<file path="config.mk">
export PLATFORM = sky130hd
export DESIGN_NAME = id_ex_stage
export DESIGN_NICKNAME = d
export VERILOG_FILES = /design/src/rtl/id_ex_stage.sv
export SDC_FILE = /design/constraint.sdc
export NUM_CORES = 1
export LEC_CHECK = 0
export BUFFER_PORTS_ARGS = -buffer_cell sky130_fd_sc_hd__buf_2
export CAP_MARGIN = 40
export CELL_PAD_IN_SITES_DETAIL_PLACEMENT = 0
export CELL_PAD_IN_SITES_GLOBAL_PLACEMENT = 1
export CORE_AREA = 2 2 174 176
export DETAILED_ROUTE_END_ITERATION = 7
export DIE_AREA = 0 0 176 178
export HOLD_SLACK_MARGIN = 0.12
export PLACE_DENSITY = 0.74
export SLEW_MARGIN = 20
export SYNTH_ARGS = -nofsm -noshare
export SYNTH_HDL_FRONTEND = slang
export SYNTH_SLANG_ARGS = --single-unit
</file>
<file path="constraint.sdc">
create_clock -name clk -period 6.8 [get_ports clk]
set_input_delay 1.36 -clock clk [delete_from_list [all_inputs] [get_ports clk]]
set_output_delay 1.36 -clock clk [all_outputs]
set_load 0.005 [all_outputs]
</file>
<file path="src/rtl/id_ex_stage.sv">
// ID/EX pipeline register with M/W operand forwarding.
// Stall inserts a bubble. Reset asynchronously forces the stage to a bubble.
module id_ex_stage #(
  parameter logic [31:0] RESET_PC = 32'h0000_3000
) (
  input  logic        clk,
  input  logic        reset,
  input  logic        stall,
  input  logic [31:0] d_pc,
  input  logic [31:0] d_instr,
  input  logic [31:0] d_rs_data,
  input  logic [31:0] d_rt_data,
  input  logic [31:0] d_imm32,
  input  logic [4:0]  d_rs,
  input  logic [4:0]  d_rt,
  input  logic [4:0]  d_wa,
  input  logic [2:0]  d_aluop,
  input  logic        d_alusrc,
  input  logic        d_regwrite,
  input  logic        d_memwrite,
  input  logic        d_memtoreg,
  input  logic [1:0]  d_tnew,
  input  logic        m_fwd_we,
  input  logic [4:0]  m_fwd_wa,
  input  logic [31:0] m_fwd_data,
  input  logic        w_fwd_we,
  input  logic [4:0]  w_fwd_wa,
  input  logic [31:0] w_fwd_data,
  output logic [31:0] e_inA,
  output logic [31:0] e_inB,
  output logic [2:0]  e_aluop,
  output logic [31:0] e_pc,
  output logic [31:0] e_instr,
  output logic [31:0] e_st_data,
  output logic [4:0]  e_rs,
  output logic [4:0]  e_rt,
  output logic [4:0]  e_wa,
  output logic        e_regwrite,
  output logic        e_memwrite,
  output logic        e_memtoreg,
  output logic        e_valid,
  output logic [1:0]  e_tnew,
  output logic [1:0]  m_tnew_next
);

  localparam int unsigned DW = 32;
  localparam int unsigned RW = 5;

  logic [DW-1:0] pc_q, pc_d;
  logic [DW-1:0] instr_q, instr_d;
  logic [DW-1:0] rs_data_q, rs_data_d;
  logic [DW-1:0] rt_data_q, rt_data_d;
  logic [DW-1:0] imm32_q, imm32_d;
  logic [RW-1:0] rs_q, rs_d;
  logic [RW-1:0] rt_q, rt_d;
  logic [RW-1:0] wa_q, wa_d;
  logic [2:0]    aluop_q, aluop_d;
  logic          alusrc_q, alusrc_d;
  logic          regwrite_q, regwrite_d;
  logic          memwrite_q, memwrite_d;
  logic          memtoreg_q, memtoreg_d;
  logic          valid_q, valid_d;
  logic [1:0]    tnew_q, tnew_d;

  logic [DW-1:0] rs_fwd, rt_fwd;

  // Next-state: bubble on stall, otherwise capture the D-stage instruction.
  always_comb begin
    pc_d       = RESET_PC;
    instr_d    = '0;
    rs_data_d  = '0;
    rt_data_d  = '0;
    imm32_d    = '0;
    rs_d       = '0;
    rt_d       = '0;
    wa_d       = '0;
    aluop_d    = 3'b000;
    alusrc_d   = 1'b0;
    regwrite_d = 1'b0;
    memwrite_d = 1'b0;
    memtoreg_d = 1'b0;
    valid_d    = 1'b0;
    tnew_d     = 2'd0;
    if (!stall) begin
      pc_d       = d_pc;
      instr_d    = d_instr;
      rs_data_d  = d_rs_data;
      rt_data_d  = d_rt_data;
      imm32_d    = d_imm32;
      rs_d       = d_rs;
      rt_d       = d_rt;
      wa_d       = d_wa;
      aluop_d    = d_aluop;
      alusrc_d   = d_alusrc;
      regwrite_d = d_regwrite;
      memwrite_d = d_memwrite;
      memtoreg_d = d_memtoreg;
      valid_d    = 1'b1;
      tnew_d     = d_tnew;
    end
  end

  // Stage register; reset loads bubble values immediately.
  always_ff @(posedge clk or posedge reset) begin
    if (reset) begin
      pc_q       <= RESET_PC;
      instr_q    <= '0;
      rs_data_q  <= '0;
      rt_data_q  <= '0;
      imm32_q    <= '0;
      rs_q       <= '0;
      rt_q       <= '0;
      wa_q       <= '0;
      aluop_q    <= 3'b000;
      alusrc_q   <= 1'b0;
      regwrite_q <= 1'b0;
      memwrite_q <= 1'b0;
      memtoreg_q <= 1'b0;
      valid_q    <= 1'b0;
      tnew_q     <= 2'd0;
    end else begin
      pc_q       <= pc_d;
      instr_q    <= instr_d;
      rs_data_q  <= rs_data_d;
      rt_data_q  <= rt_data_d;
      imm32_q    <= imm32_d;
      rs_q       <= rs_d;
      rt_q       <= rt_d;
      wa_q       <= wa_d;
      aluop_q    <= aluop_d;
      alusrc_q   <= alusrc_d;
      regwrite_q <= regwrite_d;
      memwrite_q <= memwrite_d;
      memtoreg_q <= memtoreg_d;
      valid_q    <= valid_d;
      tnew_q     <= tnew_d;
    end
  end

  // Operand forwarding: M beats W, register 0 never forwards.
  always_comb begin
    rs_fwd = rs_data_q;
    if (rs_q != '0 && m_fwd_we && m_fwd_wa == rs_q) begin
      rs_fwd = m_fwd_data;
    end else if (rs_q != '0 && w_fwd_we && w_fwd_wa == rs_q) begin
      rs_fwd = w_fwd_data;
    end
    rt_fwd = rt_data_q;
    if (rt_q != '0 && m_fwd_we && m_fwd_wa == rt_q) begin
      rt_fwd = m_fwd_data;
    end else if (rt_q != '0 && w_fwd_we && w_fwd_wa == rt_q) begin
      rt_fwd = w_fwd_data;
    end
  end

  // ALU operand select and saturating tnew decrement for the M stage.
  always_comb begin
    e_inA       = rs_fwd;
    e_inB       = alusrc_q ? imm32_q : rt_fwd;
    e_st_data   = rt_fwd;
    m_tnew_next = (tnew_q == 2'd0) ? 2'd0 : tnew_q - 2'd1;
  end

  assign e_pc       = pc_q;
  assign e_instr    = instr_q;
  assign e_aluop    = aluop_q;
  assign e_rs       = rs_q;
  assign e_rt       = rt_q;
  assign e_wa       = wa_q;
  assign e_regwrite = regwrite_q;
  assign e_memwrite = memwrite_q;
  assign e_memtoreg = memtoreg_q;
  assign e_valid    = valid_q;
  assign e_tnew     = tnew_q;

endmodule

</file>
==> summary.txt, run 1 <==
Synth
  – Syn_nets: 1019
  – FF+latch count, synth: 185
  – Synth unique cells: 34
  – Syn_area_per_cell: 10.9 µm²
  – Synth top area cells: dfrtp_1 56%, nor2b_1 14%, mux2i_1 3.9%
  – Most frequent cells after synthesis: 183 x dfrtp_1, 183 x nor2b_1, 50 x nand2_1, 42 x clkbuf_1, 37 x nor2_1
  – Primary FF master, synth: dfrtp_1
  – Synth warn: 0
  – Async S/R FF share, synth: 100%
  – Mapped Cells: 756
  – Leading area contributor after synthesis: dfrtp_1
  – Register area share after synthesis: 56.3%
  – Mapped Area: 8230 µm²
  – Post-synth EDFFs: 0
  – Post-synth top area share: approximately 56%

Floorplanning
  – Initial Util: 28.0%
  – Rows: 63
  – I/O pin cnt: about 450
  – Core area: 29400 µm²
  – Die area: approximately 31000 µm²
  – Die X: approximately 180 µm
  – Height of the die: approximately 180 µm

Routing
  – Routed len/inst: 19.6 µm
  – Final ANT Viol Nets: 0
  – First drt pass iteration count: 5
  – WL final: 31100 µm
  – Iteration-0 DRC Markers: 402
  – Vias per cell: 4.63
  – # DRC: 0
  – Routed vias: roughly 7400

Layout
  – NumNets Final: 1445
  – Finished Cell Area: 11500 µm²
  – Synth-to-layout area growth: 40.2%
  – Layout cells sized above 1: between 40% and 50%
  – Fill count: 2916

Critical path
  – Cell-by-cell trace of the critical path: buf_2 -> xnor2_2 -> buf_4 -> nand2_1 -> buf_4 -> or3_1 -> buf_16 -> a221oi_1 -> o31ai_1 -> buf_2
  – Crit-path max cell delay: 0.58 ns
  – Crit Path Max Fanout: 33
  – Kind of critical path: in -> out
  – Slowest CP cell: or3_1
  – Worst path depth: 10
  – Setup crit start kind: input port
  – CP Data Required Time: 5.44 ns
  – WP buf/inv: 5
  – CP top delay family: buffers and inverters
  – Worst EP arrival: approximately 3.8 ns
  – Critical path capture point type: primary output

Worst hold path
  – Min-delay worst type: in -> async

Power and ir drop
  – Leakage: 0.00575 µW
  – Cell Pwr Density: approximately 220 nW/µm²
  – VDD IR-drop max: 0.121 mV

STA
  – Final Cycle Share: 75.8%
  – Slew Viols, Final: 0
  – Min cycle time layout: around 5.2 ns
  – RSZ-0062 raised after global routing: no
  – Setup violations, final: 0
  – Achievable Freq: between 150 and 200 MHz
  – Slew HR: 44.2%
  – Final hold vios: 0
  – Slew @ Worst Pin: ~0.84 ns
  – Setup TNS: 0 ns

Clocking
  – CTS tree: built
  – Clock transition at path regs: 0.07 ns
  – CTS Sinks: 185
  – Post-CTS Hold Buffers: 0
  – Clk root buf: clkbuf_16
  – CTS H-tree lvls: 4
  – Setup bufs post-CTS: 0
  – Cts bufs inserted: 17
  – PostCTS Resize Cnt: 0
  – Clock buffer depth: 2

GRT
  – Total gr overflow: 0
  – Vias in the first global route: 7583
  – Global-route wire length before repair: 45700 µm
  – Antenna violations before repair: 5
  – GRT Util Overall: 19.6%
  – Pin count of the biggest net entering global routing: 113

Run status
  – Status: complete, no violations

Run
  – Max Cap Viol: 0

Place
  – Port buffer count: 448
  – Gp weighted congestion: 0.899
  – Detail Placement HPWL: 23200 µm
  – Dpl cell area: 10900 µm²
==> final cells by class <==
cell class,instances,area (µm²),share of cell area [%]
flip-flops and latches,185,4630,40.2
multi-input cells,512,3370,29.2
repair buffers,464,2450,21.2
well taps,390,488,4.23
clock buffers,19,443,3.84
clock inverters,13,131,1.14
inverters,2,15.0,0.130
diodes,3,7.51,0.0651
==> where the power goes <==
| group | internal, µW | switching [µW] | total (µW) |
|---|---|---|---|
| Sequential | 1160 | 23.4 | 1180 |
| Combinational | 183 | 204 | 387 |
| Clock | 527 | 469 | 996 |
| Total | 1860 | 697 | 2560 |
==> cell usage in the layout (no fill, tap or decap), types with 5 or more instances in the layout <==
cell	synthesis	routed
mux2i_1	32	32
buf_4	2	10
mux2_2	15	15
nor3_1	15	15
nand3_1	15	15
o21ai_0	32	32
nor2b_1	183	183
nand2_1	50	50
dfrtp_1	183	182
a221oi_1	7	7
xnor2_1	16	15
inv_6	0	5
and3_1	32	32
nor2_1	37	35
a221oi_2	10	10
buf_2	9	447
clkbuf_16	0	17
o31ai_1	32	32
a31oi_1	15	15
==> sequential cells by signal (all words and copies together) (netlist names), 2 cells and up <==
signal / flops
e_rs: 5
rt_data_q: 32
e_pc: 32
e_wa: 5
e_instr: 32
e_tnew: 2
e_rt: 5
e_aluop: 3
rs_data_q: 32
imm32_q: 32
==> kinds of logic (layout without fill, tap and decap cells) <==
kind of cell | count (synthesis) | in the layout | share of synthesized area, %
buffers and inverters | 59 | 498 | 3.19
AO/OA/AOI/OAI | 97 | 97 | 8.83
flip-flops | 185 | 185 | 56.3
AND/OR/NAND/NOR | 348 | 348 | 23.6
multiplexers | 47 | 47 | 5.94
XOR/XNOR | 20 | 20 | 2.13
other | 0 | 3 | 0
==> metrics by stage <==
step	instances	total power (µW)	util [%]	setup slack (ns)	hold slack [ns]
floorplan	756	1370	-	0.415	1.47
global placement	1547	1580	36.8	1.56	1.42
detailed placement	1550	1590	37.1	1.66	1.43
CTS	1582	2600	39.0	1.65	0.956
global route	1587	2690	39.2	1.49	0.971
finish	1588	2560	39.2	1.65	0.945
==> how the worst max path moves through the flow <==
stage                 startpoint                  to  slack [ns]
2_1_floorplan              reset  alusrc_q$_DFF_PP0_        0.41
3_3_place_gp         w_fwd_wa[1]           e_inB[22]        1.56
3_5_place_dp         w_fwd_wa[1]           e_inB[31]        1.66
4_1_cts        e_rt[1]$_DFF_PP0_           e_inB[20]        1.65
5_1_grt              w_fwd_wa[1]           e_inB[31]        1.49
6_report             w_fwd_wa[1]           e_inB[31]        1.65
==> layer usage <==
layer	part of all wire (%)	vias up	GRT usage [%]
met5	0.081	-	0
met4	2.3	4	6.58
met3	7.1	44	5.33
met2	51	341	33.9
met1	40	3556	23.6
li1	-	3415	-
Note: power is estimated with default switching activity, not from simulation.
==> run 2, diff against run 1 <==
Clock period 6.8 ns to 4.2 ns, I/O delays scaled along.
==> summary.txt, run 2 (synthesis results as in run 1) <==
Clocking
  – Clock buffer depth: 2 (unchanged)
  – CTS tree: built
  – Setup bufs post-CTS: 0 (unchanged)
  – CTS H-tree lvls: 4 (unchanged)
  – Clock transition at path regs: 0.08 ns (about the same)
  – Clk root buf: clkbuf_16
  – PostCTS Resize Cnt: 0 (unchanged)
  – Post-CTS Hold Buffers: 0 (unchanged)
  – Cts bufs inserted: 17 (unchanged)
  – CTS Sinks: 185 (unchanged)

Critical path
  – Slowest CP cell: or4_4
  – Setup crit start kind: register
  – WP buf/inv: 2 (-3)
  – Critical path capture point type: primary output
  – Kind of critical path: reg -> out
  – Crit Path Max Fanout: 17 (-48%)
  – CP top delay family: simple AND/OR/NAND/NOR gates
  – Crit-path max cell delay: 0.59 ns (about the same)
  – Worst EP arrival: 3.01 ns (-0.78 ns)
  – Cell-by-cell trace of the critical path: or4_4 -> nor2_2 -> or3_1 -> buf_4 -> a221oi_1 -> o31ai_1 -> buf_2
  – CP Data Required Time: 3.36 ns (-2.08 ns)
  – Crit. Startpoint: e_rt[1]$_DFF_PP0_

Routing
  – Vias per cell: 4.57 (-1.4%)
  – Routed vias: 7298 (-0.84%)
  – Iteration-0 DRC Markers: 407 (+1.2%)
  – Routed len/inst: 19.2 µm (-1.7%)
  – # DRC: 0 (unchanged)
  – First drt pass iteration count: 5 (unchanged)
  – Final ANT Viol Nets: 0 (unchanged)
  – WL final: 30700 µm (-1.1%)

Power and ir drop
  – Total power: 4180 µW (+63%)
  – VDD IR-drop max: 0.190 mV (+57%)
  – Cell Pwr Density: 361 nW/µm² (+63%)
  – Leakage: 0.00577 µW (+0.26%)

STA
  – RSZ-0062 raised after global routing: no
  – Slew Viols, Final: 0 (unchanged)
  – Achievable Freq: 260 MHz
  – Setup TNS: 0 ns (unchanged)
  – Final Cycle Share: 91.6%
  – Final hold vios: 0 (unchanged)
  – Slew HR: 51.6% (+7.4 points)
  – Setup violations, final: 0 (unchanged)
  – Slew @ Worst Pin: 0.726 ns (-0.111 ns)
  – Min cycle time layout: 3.85 ns

Layout
  – Layout cells sized above 1: 45.1% (+0.32 points)
  – NumNets Final: 1452 (+0.48%)
  – Fin cells: 1597 (+0.57%)
  – Commonest cells after routing, fill and taps aside: 447 x buf_2, 183 x nor2b_1, 182 x dfrtp_1
  – Synth-to-layout area growth: 40.8%
  – Commonest non-fill, non-tap cell in the layout: buf_2

Floorplanning
  – Initial Util: 28.0% (unchanged)
  – Die X: 176 µm (unchanged)
  – Height of the die: 178 µm (unchanged)
  – Core area: 29400 µm² (unchanged)
  – I/O pin cnt: 449 (unchanged)
  – Die area: 31300 µm² (unchanged)
  – Rows: 63 (unchanged)

Worst hold path
  – Min-delay worst type: in -> async

GRT
  – Antenna violations before repair: 4 (-1)
  – Total gr overflow: 0 (unchanged)
  – Pin count of the biggest net entering global routing: 97 (-14%)
  – GRT Util Overall: 19.2% (-0.38 points)
  – Vias in the first global route: 7460 (-1.6%)
  – Global-route wire length before repair: 44500 µm (-2.7%)

Place
  – Gp weighted congestion: 0.854 (-5.0%)
  – Port buffer count: 448 (unchanged)
  – Detail Placement HPWL: 23100 µm (-0.47%)
  – Placed cell count: 1560 (+0.65%)

Run
  – Max Cap Viol: 0 (unchanged)

Run status
  – Status: complete, no violations
## run 2: metal layers
layer  wire length, µm  part of all wire (%)  global-route usage [%]  vias up
met4               615                   2.0                    6.20        4
li1                  -                     -                       -     3418
met2             15200                    50                    32.2      334
met1             12500                    41                    23.8     3500
met5                27                 0.088                       0        -
met3              2380                   7.7                    5.80       42
## run 2: through the flow
stage	instance area [µm²]	hold slack [ns]	util (%)	setup slack, ns
floorplan	8230	0.949	-	0.983
global placement	11000	0.863	37.3	0.732
detailed placement	11000	0.869	37.3	0.719
CTS	11600	0.394	39.4	0.279
global route	11600	0.414	39.4	0.164
finish	11600	0.404	39.4	0.352
## run 2: final timing paths
check | endpoint | cells after the start
min in group clk | e_pc[13]$_DFF_PP1_ | 2
worst min-delay path | e_valid$_DFF_PP0_ | 2
max in group asynchronous | e_memwrite$_DFF_PP0_ | 3
worst max-delay path | e_inB[8] | 7
## run 2: power by group
group          total (µW)  switching (µW)  internal (µW)
Clock                1650             754            893
Sequential           1910            39.5           1870
Combinational         625             327            299
Total                4180            1120           3060
## run 2: area by class of cell
type	instances	area (µm²)
inverters	2	11.3
well taps	390	488
multi-input cells	512	3360
diodes	5	12.5
fillers	2996	17800
clock inverters	14	164
flip-flops and latches	185	4630
clock buffers	18	429
repair buffers	471	2480
